## src/rtl/powgen_pkg.sv

```systemverilog
// Shared types and constants for the axis_power_gen power-sequence source.
package powgen_pkg;

  localparam int DATA_W_DEF  = 32;
  localparam int PKT_LEN_DEF = 16;
  localparam int STRB_MAX    = 64;

  typedef enum logic [1:0] {
    IDLE = 2'd0,
    RUN  = 2'd1,
    DONE = 2'd2
  } state_e;

  // Byte-strobe mask with the low n_bytes bits set.
  function automatic logic [STRB_MAX-1:0] strb_all_ones(input int n_bytes);
    logic [STRB_MAX-1:0] m;
    m = {STRB_MAX{1'b0}};
    for (int i = 0; i < STRB_MAX; i++) begin
      if (i < n_bytes) begin
        m[i] = 1'b1;
      end else begin
        m[i] = 1'b0;
      end
    end
    return m;
  endfunction

endpackage

```

## src/rtl/axis_power_gen_if.sv

```systemverilog
// AXI4-Stream bundle carrying the generated power sequence.
interface axis_power_gen_if
  import powgen_pkg::*;
#(
  parameter int DATA_W = DATA_W_DEF
);
  logic [DATA_W-1:0]   tdata;
  logic [DATA_W/8-1:0] tstrb;
  logic                tvalid;
  logic                tready;
  logic                tlast;

  modport master (output tdata, output tstrb, output tvalid, output tlast, input tready);
  modport slave  (input tdata, input tstrb, input tvalid, input tlast, output tready);
endinterface

```

## src/rtl/power_mult_ovf.sv

```systemverilog
// Combinational acc*base step with overflow detection.
// POWGEN_SATURATE_EN selects clamping to all-ones instead of wrapping.
module power_mult_ovf #(
  parameter int DATA_W = 32
) (
  input  logic [DATA_W-1:0] a,
  input  logic [DATA_W-1:0] b,
  output logic [DATA_W-1:0] y,
  output logic              ovf
);
  logic [2*DATA_W-1:0] prod_s;

  // Full-width product; any upper bit set means the power left DATA_W.
  always_comb begin
    prod_s = {{DATA_W{1'b0}}, a} * {{DATA_W{1'b0}}, b};
    ovf    = |prod_s[2*DATA_W-1:DATA_W];
`ifdef POWGEN_SATURATE_EN
    if (ovf) begin
      y = {DATA_W{1'b1}};
    end else begin
      y = prod_s[DATA_W-1:0];
    end
`else
    y = prod_s[DATA_W-1:0];
`endif
  end
endmodule

```

## src/rtl/axis_power_gen.sv

```systemverilog
// Framed AXI4-Stream source of base^0, base^1, ... with bounded/continuous runs.
// Optional POWGEN_SATURATE_EN (in power_mult_ovf) clamps on overflow.
module axis_power_gen
  import powgen_pkg::*;
#(
  parameter int DATA_W  = DATA_W_DEF,
  parameter int PKT_LEN = PKT_LEN_DEF,
  parameter int CNT_W   = 16
) (
  input  logic                 clk,
  input  logic                 rst,
  input  logic                 start,
  input  logic [DATA_W-1:0]    base,
  input  logic [CNT_W-1:0]     num_beats,
  input  logic                 stop,
  axis_power_gen_if.master     m_axis,
  output logic                 busy,
  output logic                 done,
  output logic                 overflow
);
  localparam int PKT_W  = (PKT_LEN > 1) ? $clog2(PKT_LEN) : 1;
  localparam int STRB_W = DATA_W / 8;
  localparam logic [STRB_MAX-1:0] STRB_ALL = strb_all_ones(STRB_W);
  localparam logic [PKT_W-1:0]    PKT_LAST = PKT_W'(PKT_LEN - 1);
  localparam logic [PKT_W-1:0]    PKT_ONE  = PKT_W'(1'b1);
  localparam logic [CNT_W-1:0]    CNT_ONE  = CNT_W'(1'b1);
  localparam logic [CNT_W-1:0]    CNT_ZERO = {CNT_W{1'b0}};

  state_e             state_r, state_nxt_s;
  logic [DATA_W-1:0]  base_r, tdata_r, prod_s;
  logic [CNT_W-1:0]   num_r, beat_cnt_r, cnt_nxt_s;
  logic [PKT_W-1:0]   pkt_idx_r, pkt_nxt_s;
  logic               tvalid_r, tlast_r, stop_pend_r;
  logic               ovf_s, hs_s, bounded_last_s, final_s, tlast_nxt_s;

  // tdata_r doubles as the accumulator: the presented beat is the current power.
  power_mult_ovf #(.DATA_W(DATA_W)) u_mult (
    .a   (tdata_r),
    .b   (base_r),
    .y   (prod_s),
    .ovf (ovf_s)
  );

  // Handshake, final-beat detection and the framing of the following beat.
  always_comb begin
    hs_s           = tvalid_r & m_axis.tready;
    bounded_last_s = (num_r != CNT_ZERO) && (beat_cnt_r == (num_r - CNT_ONE));
    final_s        = hs_s & (bounded_last_s | (tlast_r & (stop_pend_r | stop)));
    cnt_nxt_s      = beat_cnt_r + CNT_ONE;
    if (pkt_idx_r == PKT_LAST) begin
      pkt_nxt_s = {PKT_W{1'b0}};
    end else begin
      pkt_nxt_s = pkt_idx_r + PKT_ONE;
    end
    tlast_nxt_s = (pkt_nxt_s == PKT_LAST) ||
                  ((num_r != CNT_ZERO) && (cnt_nxt_s == (num_r - CNT_ONE)));
  end

  // Next-state logic.
  always_comb begin
    state_nxt_s = state_r;
    case (state_r)
      IDLE: begin
        if (start) begin
          state_nxt_s = RUN;
        end else begin
          state_nxt_s = IDLE;
        end
      end
      RUN: begin
        if (final_s) begin
          state_nxt_s = DONE;
        end else begin
          state_nxt_s = RUN;
        end
      end
      DONE:    state_nxt_s = IDLE;
      default: state_nxt_s = IDLE;
    endcase
  end

  // State register.
  always_ff @(posedge clk or posedge rst) begin
    if (rst) begin
      state_r <= IDLE;
    end else begin
      state_r <= state_nxt_s;
    end
  end

  // Run parameters, beat counters, AXIS output registers and status flags.
  always_ff @(posedge clk or posedge rst) begin
    if (rst) begin
      base_r      <= {DATA_W{1'b0}};
      num_r       <= CNT_ZERO;
      tdata_r     <= {DATA_W{1'b0}};
      tvalid_r    <= 1'b0;
      tlast_r     <= 1'b0;
      pkt_idx_r   <= {PKT_W{1'b0}};
      beat_cnt_r  <= CNT_ZERO;
      stop_pend_r <= 1'b0;
      overflow    <= 1'b0;
      busy        <= 1'b0;
      done        <= 1'b0;
    end else begin
      busy <= (state_nxt_s != IDLE);
      done <= (state_nxt_s == DONE);
      case (state_r)
        IDLE: begin
          if (start) begin
            base_r      <= base;
            num_r       <= num_beats;
            tdata_r     <= {{(DATA_W-1){1'b0}}, 1'b1};
            tvalid_r    <= 1'b1;
            tlast_r     <= (PKT_LEN == 1) || (num_beats == CNT_ONE);
            pkt_idx_r   <= {PKT_W{1'b0}};
            beat_cnt_r  <= CNT_ZERO;
            stop_pend_r <= 1'b0;
            overflow    <= 1'b0;
          end
        end
        RUN: begin
          if (stop) begin
            stop_pend_r <= 1'b1;
          end
          if (hs_s) begin
            tdata_r    <= prod_s;
            pkt_idx_r  <= pkt_nxt_s;
            beat_cnt_r <= cnt_nxt_s;
            if (ovf_s) begin
              overflow <= 1'b1;
            end
            // The final handshake retires the stream; no further beat is offered.
            if (final_s) begin
              tvalid_r <= 1'b0;
              tlast_r  <= 1'b0;
            end else begin
              tlast_r  <= tlast_nxt_s;
            end
          end
        end
        DONE: begin
          stop_pend_r <= 1'b0;
        end
        default: begin
          tvalid_r    <= 1'b0;
          tlast_r     <= 1'b0;
          stop_pend_r <= 1'b0;
        end
      endcase
    end
  end

  assign m_axis.tdata  = tdata_r;
  assign m_axis.tvalid = tvalid_r;
  assign m_axis.tlast  = tlast_r;
  assign m_axis.tstrb  = STRB_ALL[STRB_W-1:0];

endmodule

```

## src/flat_wrapper.sv

```systemverilog
// flat-port wrapper written by rule: the top's interface ports become plain ports
module axis_power_gen_flat import powgen_pkg::*;
#(
  parameter int DATA_W  = DATA_W_DEF,
  parameter int PKT_LEN = PKT_LEN_DEF,
  parameter int CNT_W   = 16
)
  (clk, rst, start, base, num_beats, stop, busy, done, overflow, m_axis_tdata, m_axis_tstrb, m_axis_tvalid, m_axis_tlast, m_axis_tready);
  axis_power_gen_if #(.DATA_W(DATA_W)) m_axis_i ();
  input  logic clk;
  input  logic rst;
  input  logic start;
  input  logic [DATA_W-1:0] base;
  input  logic [CNT_W-1:0] num_beats;
  input  logic stop;
  output logic busy;
  output logic done;
  output logic overflow;
  output wire logic [$bits(m_axis_i.tdata)-1:0] m_axis_tdata;
  output wire logic [$bits(m_axis_i.tstrb)-1:0] m_axis_tstrb;
  output wire logic [$bits(m_axis_i.tvalid)-1:0] m_axis_tvalid;
  output wire logic [$bits(m_axis_i.tlast)-1:0] m_axis_tlast;
  input wire logic [$bits(m_axis_i.tready)-1:0] m_axis_tready;
  assign m_axis_tdata = m_axis_i.tdata;
  assign m_axis_tstrb = m_axis_i.tstrb;
  assign m_axis_tvalid = m_axis_i.tvalid;
  assign m_axis_tlast = m_axis_i.tlast;
  assign m_axis_i.tready = m_axis_tready;
  axis_power_gen #(.DATA_W(DATA_W), .PKT_LEN(PKT_LEN), .CNT_W(CNT_W)) u_core (.clk(clk), .rst(rst), .start(start), .base(base), .num_beats(num_beats), .stop(stop), .m_axis(m_axis_i), .busy(busy), .done(done), .overflow(overflow));
endmodule
```

## config.mk

```make
export PLATFORM = sky130hd
export DESIGN_NAME = axis_power_gen_flat
export DESIGN_NICKNAME = d
export VERILOG_FILES = /design/src/rtl/powgen_pkg.sv /design/src/rtl/axis_power_gen_if.sv /design/src/rtl/power_mult_ovf.sv /design/src/rtl/axis_power_gen.sv /design/src/flat_wrapper.sv
export SDC_FILE = /design/constraint.sdc
export NUM_CORES = 2
export LEC_CHECK = 0
export ABC_CLOCK_PERIOD_IN_PS = 19000
export CORE_UTILIZATION = 40
export DETAILED_ROUTE_END_ITERATION = 8
export PLACE_DENSITY = 0.58
export SLEW_MARGIN = 10
export SYNTH_ARGS = -nofsm -noshare
export SYNTH_HDL_FRONTEND = slang
export SYNTH_SLANG_ARGS = --single-unit
```

## constraint.sdc

```tcl
create_clock -name clk -period 19 [get_ports clk]
set_input_delay 3.8 -clock clk [delete_from_list [all_inputs] [get_ports clk]]
set_output_delay 3.8 -clock clk [all_outputs]
set_load 0.05 [all_outputs]
```

==> results.toml <==
[clock_tree]
htree_levels = 3
cts-buffers-inserted = 9
cts_tree = "done"
clk_pin_slew_ns = 0.12
cts_resized = 0
cts_setup_buffers = 0
clock_latency_ns = 0.43
root_buffer = "clkbuf_16"
clock-sinks = 108
hold_buffers = 0
clk_path_buf_depth = 2

[yosys]
netlist-cell-type-count = 78
dominantRegCellSynth = "dfrtp_1"
yosysSeqAreaShare_pct = 7.03
synth-edff-count = 0
yosys_warnings = 0
synth.avg_cell_area_sq_um = 9.04
yosys_register_bits = 108
synthCells = 4253
syn_area_sq_mm = 0.0385
async_reset_ff_share_pct = 100

[route]
wl_um = 107000
vias = 28200
drt_pass1_iterations = 6
drtIter0Drc = 1375
detail-route-antenna-nets = 0
wl_per_cell_um = 19.7
vias_per_cell = 5.17
drc = 0

[setup_path]
slowest_stage = "dfrtp_1"
critPathLaunchType = "flop"
crit_arrival_ns = 9.22
worstPathMaxFanout = 33
required_ns = 19.32
timing.rr.start = "u_core.base_r[13]"
crit_type = "reg2reg"
critPathMaxStageDelay_ns = 1.12
cp_common_cell = "fa_1"
cp-startpoint = "u_core.base_r[13]"
setup.worst_path.end_class = "flop"

[timing]
clock_skew_ns = 0.0394
drv_slew = 0
worstMarginPinSlew_ns = 1.19
slew_headroom_pct = 20.8
timing.final.crit_period_ns = 8.90
rsz0062_at_grt = "false"
finalCritPeriodShare_pct = 46.8
tns_ns = 0
final_hold_viol_count = 0
setup-violations-final = 0
max_freq_ghz = 0.112

[place]
port_buffers = 89
routabilityCongestion = 0.957
place.detailed.hpwl_um = 83500

[global_routing]
antenna_found_initial = 6
grt_pass1_wl_um = 177000
grt_pass1_vias = 31600
grtUsageTotal_pct = 23.2
grt_max_degree = 57
grt_overflow = 0

[floorplan]
core_sq_mm = 0.0952
initial_core_util_pct = 40.4
die_y_um = 312
rows = 113
die_area_sq_mm = 0.0974
die_x_um = 312
pin_count = 94

[min_path]
hold_path.class = "reg2reg"
min-delay-start = "u_core.base_r[31]"

[final_layout]
layout-drive-gt1-share_pct = 2.73
nets = 5390
synthToLayoutAreaGrowth_pct = 6.07

[run_status]
outcome = "finished clean"

[run]
cap_violations = 0
[flip-flops by register name, indices dropped and copies added, names as in the netlist]
register,count
u_core.m_axis.tdata,32
u_core.done,1
u_core.beat_cnt_r,16
u_core.num_r,16
u_core.state_r,2
u_core.m_axis.tlast,1
u_core.m_axis.tvalid,1
u_core.busy,1
u_core.overflow,1
u_core.stop_pend_r,1
u_core.pkt_idx_r,4
u_core.base_r,32
[cell families after synthesis]
kind of cell,after synthesis,share of synthesized area (%)
flops,108,7.03
compound gates,338,5.34
other cells,1,0.00975
buf+inv,998,9.85
xor+xnor,88,2.02
fa+ha+maj,1163,55.3
simple gates,1550,20.2
mux,7,0.192
[area by class of cell]
class,instances,area (sq um)
Sequential cell,108,2700
Tap cell,1265,1580
Timing Repair Buffer,160,1420
Clock inverter,6,56.3
Antenna cell,1,2.50
Multi-Input combinational cell,3150,32000
Inverter,745,2800
Fill cell,9371,54400
Clock buffer,9,225
[worst paths after layout]
kind                                          end  slack (ns)  cells after the start
max in group asynchronous       u_core.base_r[13]       13.65                      3
worst min-delay path            u_core.base_r[31]        0.48                      2
worst max register to register    u_core.overflow       10.10                     26
worst min register to register  u_core.base_r[31]        0.48                      2
min in group asynchronous       u_core.base_r[30]        3.82                      2
worst max-delay path              u_core.overflow       10.10                     26
[worst max-delay path, delay by kind of cell (launching register included)]
kind	cells	cell delay (ns)
and+or+nand+nor	2	0.35
AOI/OAI and AO/OA	9	2.53
xor gates and xnor gates	1	0.19
adders and majority gates	9	4.31
DFF	1	1.12
buffers and inverters	5	0.28
[layout by cell type (no fill, tap or decap), types with 19 or more instances in the layout]
cell type	synthesis	layout
a21oi_1	99	99
and2_1	619	618
buf_4	4	71
clkdlybuf4s50_1	0	89
dfrtp_1	108	108
fa_1	896	896
ha_1	267	267
inv_1	745	744
nand2_1	693	692
nand3_1	27	26
nand4_1	30	30
nor2_1	83	82
nor3_1	21	20
nor4_1	19	19
o21ai_0	116	116
xnor2_1	51	51
xor2_1	36	36
[metal layers]
metal / vias up / share of wire (%) / track usage (%)
li1: 12600 / - / -
met1: 14800 / 44 / 31.1
met2: 643 / 50 / 40.4
met3: 125 / 4.4 / 2.85
met4: 2 / 1.9 / 4.71
met5: - / 0.010 / 0
[cell usage after synthesis (3+ instances only)]
cell / instances / area share (%)
a211oi_1: 6 / 0.12
mux2i_1: 4 / 0.10
nand3_1: 27 / 0.35
o21a_1: 9 / 0.18
clkbuf_1: 227 / 2.2
nand4_1: 30 / 0.49
nor3_1: 21 / 0.27
fa_1: 896 / 47
a311oi_1: 4 / 0.091
o221ai_1: 3 / 0.068
o21bai_1: 4 / 0.078
o311ai_0: 3 / 0.068
nor2b_1: 4 / 0.065
o2111ai_1: 5 / 0.11
nor2_1: 83 / 0.81
dfrtp_1: 108 / 7.0
and4_1: 3 / 0.068
a21o_1: 14 / 0.27
nand2_1: 693 / 6.8
o211ai_1: 9 / 0.18
a31oi_1: 16 / 0.26
a22o_1: 5 / 0.11
buf_2: 21 / 0.27
nor4_1: 19 / 0.31
or3_1: 5 / 0.081
a21oi_1: 99 / 1.3
xor2_1: 36 / 0.82
inv_1: 745 / 7.3
buf_4: 4 / 0.078
mux2_2: 3 / 0.088
o21ai_0: 116 / 1.5
a21boi_0: 4 / 0.078
ha_1: 267 / 8.7
a221oi_1: 4 / 0.091
and2_1: 619 / 10
and3_1: 16 / 0.26
o31ai_1: 8 / 0.16
xnor2_1: 51 / 1.2
o21ai_1: 3 / 0.039
nand2b_1: 10 / 0.16
[metrics by stage]
step | std cells | hold slack, ns | cell area [sq um] | utilization (%) | setup WS [ns]
final | 5444 | 0.482 | 40800 | 42.9 | 10.10
after global placement | 5428 | 0.458 | 40500 | 42.6 | 10.17
after CTS | 5443 | 0.488 | 40800 | 42.9 | 10.10
after detailed placement | 5428 | 0.464 | 40500 | 42.6 | 10.12
after global routing | 5443 | 0.513 | 40800 | 42.9 | 9.56
after floorplan | 4256 | 0.467 | 38500 | - | 11.34
Power is not shown: default switching activity piles up to over one toggle a cycle in this logic, so the estimate is an artifact.
